### config.mk
export PLATFORM = sky130hd
export DESIGN_NAME = branch_resolve_unit
export DESIGN_NICKNAME = d
export VERILOG_FILES = /design/src/rtl/branch_resolve_unit.sv
export SDC_FILE = /design/constraint.sdc
export NUM_CORES = 1
export LEC_CHECK = 0
export ABC_AREA = 1
export BUFFER_PORTS_ARGS = -buffer_cell sky130_fd_sc_hd__buf_2
export CORE_ASPECT_RATIO = 0.7
export CORE_MARGIN = 2
export CORE_UTILIZATION = 58
export CTS_CLUSTER_DIAMETER = 150
export CTS_CLUSTER_SIZE = 30
export DETAILED_ROUTE_END_ITERATION = 16
export PLACE_DENSITY = 0.86
export SYNTH_ARGS = -nofsm -noshare
export SYNTH_HDL_FRONTEND = slang
export SYNTH_SLANG_ARGS = --single-unit
### constraint.sdc
create_clock -name clk -period 19.5 [get_ports clk]
set_clock_uncertainty 0.1 [all_clocks]
set_input_delay 3.9 -clock clk [delete_from_list [all_inputs] [get_ports clk]]
set_output_delay 3.9 -clock clk [all_outputs]
set_load 0.02 [all_outputs]
### src/rtl/branch_resolve_unit.sv
// Branch resolve unit: carries BTB predictions through ID/EX, flags mispredicts, and writes the BTB back.
// Optional performance counters are built when BRU_PERF_CNT_EN is defined.
module branch_resolve_unit #(
  parameter int PC_W  = 32,
  parameter int CNT_W = 32
) (
  input  logic             clk,
  input  logic             rst,
  input  logic             if_valid,
  input  logic [PC_W-1:0]  if_pc,
  input  logic             if_pred_taken,
  input  logic [PC_W-1:0]  if_pred_target,
  input  logic             stall_id,
  input  logic             flush_id,
  input  logic             ex_is_branch,
  input  logic             ex_taken,
  input  logic [PC_W-1:0]  ex_target,
  output logic             mispredict,
  output logic [PC_W-1:0]  redirect_pc,
  output logic             btb_write,
  output logic [PC_W-1:0]  btb_pc_write,
  output logic [PC_W-1:0]  btb_pc_predict,
  output logic             btb_state_bit,
  output logic [CNT_W-1:0] cnt_branch,
  output logic [CNT_W-1:0] cnt_mispredict
);

  logic            id_v, id_pt, ex_v, ex_pt;
  logic [PC_W-1:0] id_pc, id_tgt, ex_pc, ex_tgt;

  always_comb begin
    mispredict  = 1'b0;
    redirect_pc = '0;
    if (ex_v) begin
      if (ex_is_branch) begin
        if (ex_taken && (!ex_pt || ex_tgt != ex_target)) begin
          mispredict  = 1'b1;
          redirect_pc = ex_target;
        end else if (!ex_taken && ex_pt) begin
          mispredict  = 1'b1;
          redirect_pc = ex_pc + PC_W'(4);
        end
      end else if (ex_pt) begin
        // Stale or aliased BTB hit on a non-branch: fall through and invalidate
        mispredict  = 1'b1;
        redirect_pc = ex_pc + PC_W'(4);
      end
    end
  end

  always_ff @(posedge clk or posedge rst) begin
    if (rst) begin
      id_v   <= 1'b0;
      id_pt  <= 1'b0;
      id_pc  <= '0;
      id_tgt <= '0;
      ex_v   <= 1'b0;
      ex_pt  <= 1'b0;
      ex_pc  <= '0;
      ex_tgt <= '0;
    end else if (mispredict) begin
      id_v <= 1'b0;
      ex_v <= 1'b0;
    end else if (stall_id) begin
      ex_v <= 1'b0;
    end else begin
      ex_v   <= id_v;
      ex_pt  <= id_pt;
      ex_pc  <= id_pc;
      ex_tgt <= id_tgt;
      id_v   <= if_valid & ~flush_id;
      id_pt  <= if_pred_taken;
      id_pc  <= if_pc;
      id_tgt <= if_pred_target;
    end
  end

  always_ff @(posedge clk or posedge rst) begin
    if (rst) begin
      btb_write      <= 1'b0;
      btb_pc_write   <= '0;
      btb_pc_predict <= '0;
      btb_state_bit  <= 1'b0;
    end else if (mispredict) begin
      btb_write      <= 1'b1;
      btb_pc_write   <= ex_pc;
      btb_pc_predict <= ex_is_branch ? ex_target : '0;
      btb_state_bit  <= ex_is_branch & ex_taken;
    end else begin
      btb_write <= 1'b0;
    end
  end

`ifdef BRU_PERF_CNT_EN
  always_ff @(posedge clk or posedge rst) begin
    if (rst) begin
      cnt_branch     <= '0;
      cnt_mispredict <= '0;
    end else begin
      if (ex_v && ex_is_branch && cnt_branch != '1)
        cnt_branch <= cnt_branch + CNT_W'(1);
      if (mispredict && cnt_mispredict != '1)
        cnt_mispredict <= cnt_mispredict + CNT_W'(1);
    end
  end
`else
  assign cnt_branch     = '0;
  assign cnt_mispredict = '0;
`endif

endmodule

# Word level (Yosys, flattened, before mapping)
# Cells that the tools add are included.
# totals
regBits,198
in_bits,104
output_inout_bits,163
word_cells,42
# op_classes
addsub,1
eq_ne,2
n_mux,16
bitwise,5
n_reduce_logical,6
# ops
cell,n
2-to-1 mux 32 bit,6
adder 32 x 3 -> 32 bit (second input constant),1
!= test 32 bit,1
2-to-1 mux 1 bit,10
inverter 1 bit,3
bitwise AND 1 bit,2
logical AND 1 bit,2
zero test 1 bit,2
!= test 2 x 1 -> 1 bit (second input constant),1
AND reduction 2 bit,1
logical OR 1 bit,1

# Longest topological paths before layout
# depth
word_depth,8
depth_mapped,16
mapped_depth_nobuf,14

# Worst setup path after synthesis
# No wires, ideal clock.
# synth_timing
path_type,input port to output port
start,input ex_taken
end,output redirect_pc[16]
arrival_ns,5.189
t_required_ns,15.500
setup_slack_ns,10.311
path_stages,7
path_buffers,2
cell_sequence,clkbuf_1 nand2_1 inv_1 nor2_1 buf_2 o21ai_0 a21oi_1
# synth_between
elab_chain_len,6
word_cells_on_any_way,7
cone_classes,4 x mux; 3 x reduce/logical
# synth_lines
element,line_no,text
"start, declared",16,"input logic ex_taken,"
zero test 1 bit,39,end else if (!ex_taken && ex_pt) begin
logical AND 1 bit,39,
2-to-1 mux 32 bit,39,
2-to-1 mux 32 bit *,36,if (ex_taken && (!ex_pt || ex_tgt != ex_target)) begin
2-to-1 mux 32 bit *,35,if (ex_is_branch) begin
2-to-1 mux 32 bit *,34,if (ex_v) begin
"end, declared",19,"output logic [PC_W-1:0] redirect_pc,"
# Every way passes the cells marked *; elsewhere a longest branch is shown, timed or not.

# Worst setup path in the final report
# layout_timing
start,input ex_target[8]
end,output redirect_pc[26]
# layout_between
elab_chain_len,6
# layout_lines
element,line_no,text
"start, declared",17,"input logic [PC_W-1:0] ex_target,"
!= test 32 bit,36,
logical OR 1 bit,36,
logical AND 1 bit,36,
2-to-1 mux 32 bit,36,
2-to-1 mux 32 bit,35,
2-to-1 mux 32 bit,34,
# No other way between the ends.

==> results.md <==
- Detailed routing inserted a total of 9810 vias.
- The number of register bits inferred by synthesis is 198.
- In this run the vertical extent of the chip is 117 um.
- The worst max-slew margin expressed relative to the limit is 11.9%.
- The initial DRC count is 1386.
- The number of rows in the core area is 41.
- The setup slack after layout is 8.99 ns.
- The worst setup path is captured at a primary output.
- Summed over all cells, the static leakage comes to 6.53 nW.
- The required time reported for the critical path endpoint is 15.50 ns.
- The share of the Yosys chip area taken by registers is 47.1%.
- The maximum net fanout on the critical path is 32.
- For this run, asynchronously set or reset flops after synthesis account for 100%.
- The design draws 1.26 mW.
- After clock tree synthesis, the clock-pin slew on the worst setup and hold paths is 0.07 ns.
- The count of distinct cell types in the synthesized netlist is 29.
- Across the VDD grid, the largest voltage drop is 68.7 uV.
- Clock tree synthesis found a total of 198 sinks.
- Global routing used 33.1% of the available tracks across all layers.
- The main flop type after synthesis is sky130_fd_sc_hd__dfrtp_1.
- The floorplan step defined a core boundary enclosing 17900 um2.
- The number of antenna violations at the first check in global routing is 0.
- The launching element type of the critical path is an input port.
- The synthesized design spends more area on one cell type than any other, namely sky130_fd_sc_hd__dfrtp_1.
- The max capacitance violation total is 0.
- Gates resized during post-CTS repair numbered 0.
- For this configuration, the core starts out at a cell density of 58.7%.
- The max-slew violation total from the final report came to 0.
- At the pin with the least slew margin, the transition time is 1.32 ns.
- Based on the critical path, the design can be clocked at up to 0.0951 GHz.
- The data arrival at the endpoint of the critical path is 6.51 ns.
- In this run the remaining antenna-violating nets after routing total 0.
- sky130_fd_sc_hd__nand2_1 is the most common cell in the netlist.
- In this run the cell area measured after placement is 11200 um2.
- The critical path class is in -> out.
- With fillers left out, the area of the finished cells amounts to 11800 um2.
- Once detailed placement completed, the half-perimeter wirelength came to 22.8 mm.
- The detailed-route wire length is 31.3 mm.
- The mean post-synth cell area is 7.45 um2.
- The min-delay analysis places its worst path in the category reg -> reg.
- The post-layout instance count excluding filler cells is 1809.
- Sorting the synthesized cells by area gives the leading types as sky130_fd_sc_hd__dfrtp_1, sky130_fd_sc_hd__nand2_1, sky130_fd_sc_hd__nand3_1.
- The post-route clock period utilization is 53.9%.
- Setup repair after global routing left no endpoint under its margin.
- The post-CTS repair timing setup buffer count is 0.
- The setup total negative slack is 0 ns.
- The die area is 19200 um2.
- Buffers placed on the I/O ports in this run total 202.
- The clock tree buffer depth is 2.
- The area share of the largest cell type after synthesis is 47.1%.
- Ranked by instance count, the synthesized netlist is headed by sky130_fd_sc_hd__nand2_1, sky130_fd_sc_hd__dfrtp_1, sky130_fd_sc_hd__nand3_1, sky130_fd_sc_hd__inv_1, sky130_fd_sc_hd__buf_4.
- The count of nets after finishing is 1665.
- The total power per unit cell area is 107 nW/um2.
- Setup violations remaining at the end of the flow were counted as 0.
- The first global-routing pass estimated 47.5 mm of wire.
- The clock latency at the later pin of the worst-skew pair is 0.44 ns.
- Dividing the detail-routed via count by the number of cells gives 5.42.
- From synthesis to final layout, the design area changed by 11.8%.
- The maximum number of pins on one net before global-route repair is 121.
- The synthesized netlist occupies a cell area of 10500 um2.
- Setup slack on the worst reg-to-reg path comes out at 15.04 ns.
- The total overflow left after global routing is 0.
- The number of warnings printed during yosys synthesis is 0.
- The floorplan step set the die width to 165 um.
- The maximum level of the CTS H-tree is 4.
- In the routed design, unresolved DRC markers number 0.
- The congestion estimate from routability-driven global placement came to 0.981.
- The final hold violation count is 0.
- The cell total after placement is 1777.
- The count of TritonRoute iterations in the first routing pass is 5.
- The post-detailed-route wirelength per cell is 17.3 um.
- The number of top-level pins is 267.
- 0 antenna diodes ended up in the layout.
- The post-place setup slack is 9.03 ns.
- The share of cells above drive strength 1 is 15.5%.
- The number of buffers added to fix hold violations after cts is 0.
- The clock tree from TritonCTS is done.
- The count of flip-flops with a built-in enable after synthesis is 0.
- Counting the buffers created by CTS gives 17.
- The worst path needs 10.51 ns of the cycle, external delays included.
- The library cell used as clock root buffer is sky130_fd_sc_hd__clkbuf_16.
- The via count of the first global-routing pass is 8540.
- Synthesis produced 1412 cells.
- The run finished with clean final reports.
## logic make-up after synthesis
family                   after synthesis  synth area share [%]
other                                  1                0.0357
flip-flops                           198                  47.1
AND/OR/NAND/NOR                      820                  32.6
adder cells (fa/ha/maj)                1                 0.119
XOR/XNOR                              13                  1.08
AO/OA/AOI/OAI                        121                  5.90
buffers and inverters                258                  13.1
## layout make-up
cell class                 count  area, um2
tap                          236        295
clock buffer                  22        464
multi-input combinational   1019       4430
sequential                   198       4950
fill                        1543       6140
inverter                     116        444
timing repair buffer         208       1060
clock inverter                10        115
## layout by cell type (no fill, tap or decap)
cell                         netlist  final
sky130_fd_sc_hd__nand2_1         536    534
sky130_fd_sc_hd__buf_2            15    202
sky130_fd_sc_hd__dfrtp_1         198    198
sky130_fd_sc_hd__nand3_1         195    195
sky130_fd_sc_hd__inv_1           113    112
sky130_fd_sc_hd__conb_1            1     64
sky130_fd_sc_hd__o21ai_0          57     57
sky130_fd_sc_hd__nor2_1           48     48
sky130_fd_sc_hd__a21oi_1          35     35
sky130_fd_sc_hd__nand4_1          28     28
sky130_fd_sc_hd__o21ai_1          22     22
sky130_fd_sc_hd__clkbuf_16         0     17
sky130_fd_sc_hd__nor3_1            8      8
sky130_fd_sc_hd__xnor2_1           7      7
sky130_fd_sc_hd__xor2_1            6      6
sky130_fd_sc_hd__buf_4            65      6
sky130_fd_sc_hd__inv_8             0      3
sky130_fd_sc_hd__clkbuf_1         39      3
sky130_fd_sc_hd__nand2_4           0      2
sky130_fd_sc_hd__clkinv_2          0      2
sky130_fd_sc_hd__nor4_1            2      2
sky130_fd_sc_hd__a21boi_0          2      2
sky130_fd_sc_hd__o21bai_1          2      2
sky130_fd_sc_hd__a31oi_1           2      2
sky130_fd_sc_hd__clkbuf_8          0      2
sky130_fd_sc_hd__clkinv_4          0      2
sky130_fd_sc_hd__clkinvlp_4        0      2
sky130_fd_sc_hd__inv_2             2      1
sky130_fd_sc_hd__clkinv_1          1      1
sky130_fd_sc_hd__nor3_4            1      1
sky130_fd_sc_hd__nor3_2            1      1
sky130_fd_sc_hd__nor3b_1           1      1
sky130_fd_sc_hd__o31ai_1           1      1
sky130_fd_sc_hd__ha_1              1      1
sky130_fd_sc_hd__bufinv_16         0      1
sky130_fd_sc_hd__clkinv_8          0      1
sky130_fd_sc_hd__inv_6             0      1
## state kept, by name, summed over array words and instances (netlist names), 32 cells and up
signal and count:
ex_pc 32, id_pc 32, btb_pc_predict 32, id_tgt 32, ex_tgt 32, btb_pc_write 32
## where the power goes
group | internal (mW) | total (mW) | switching (mW)
combinational | 0.104 | 0.330 | 0.226
sequential | 0.498 | 0.575 | 0.0771
clock | 0.187 | 0.350 | 0.163
## per-stage QoR
stage,hold slack [ns],util [%]
after CTS,0.377,65.7
after floorplan,0.342,-
after detailed placement,0.359,62.5
final,0.374,65.7
after global routing,0.394,65.7
after global placement,0.354,62.5
## critical path, stage by stage
cell and delay [ns]:
sky130_fd_sc_hd__buf_2 0.19, sky130_fd_sc_hd__inv_1 0.06, sky130_fd_sc_hd__nand2_1 0.06, sky130_fd_sc_hd__nand2_1 0.05
sky130_fd_sc_hd__nor2_1 0.09, sky130_fd_sc_hd__nand2_1 0.07, sky130_fd_sc_hd__inv_1 0.05, sky130_fd_sc_hd__nand2_1 0.04
sky130_fd_sc_hd__nor2_1 0.15, sky130_fd_sc_hd__nand3_1 0.96, sky130_fd_sc_hd__nand3_1 0.38, sky130_fd_sc_hd__nand3_1 0.11
sky130_fd_sc_hd__nand2_1 0.19, sky130_fd_sc_hd__inv_1 0.06, sky130_fd_sc_hd__buf_2 0.15
## layer usage
metal / track usage [%] / vias to the layer above / part of all wire, %
li1: - / 4656 / -
met1: 50.7 / 4586 / 45
met2: 45.5 / 522 / 41
met3: 9.16 / 46 / 12
met4: 10.2 / 0 / 2.6
met5: 0 / - / 0
## path summary, 6_finish.rpt
path / end / startpoint / cells after the start
worst max-delay path: redirect_pc[26] / ex_target[8] / 15
worst min-delay path: id_tgt[19] / id_tgt[19] / 2
worst max register to register: id_pc[7] / ex_pt / 12
worst min register to register: id_tgt[19] / id_tgt[19] / 2
max in group asynchronous: id_pc[9] / rst / 3
min in group asynchronous: btb_pc_predict[26] / rst / 2
No activity file was read; power rests on OpenSTA's default activity.
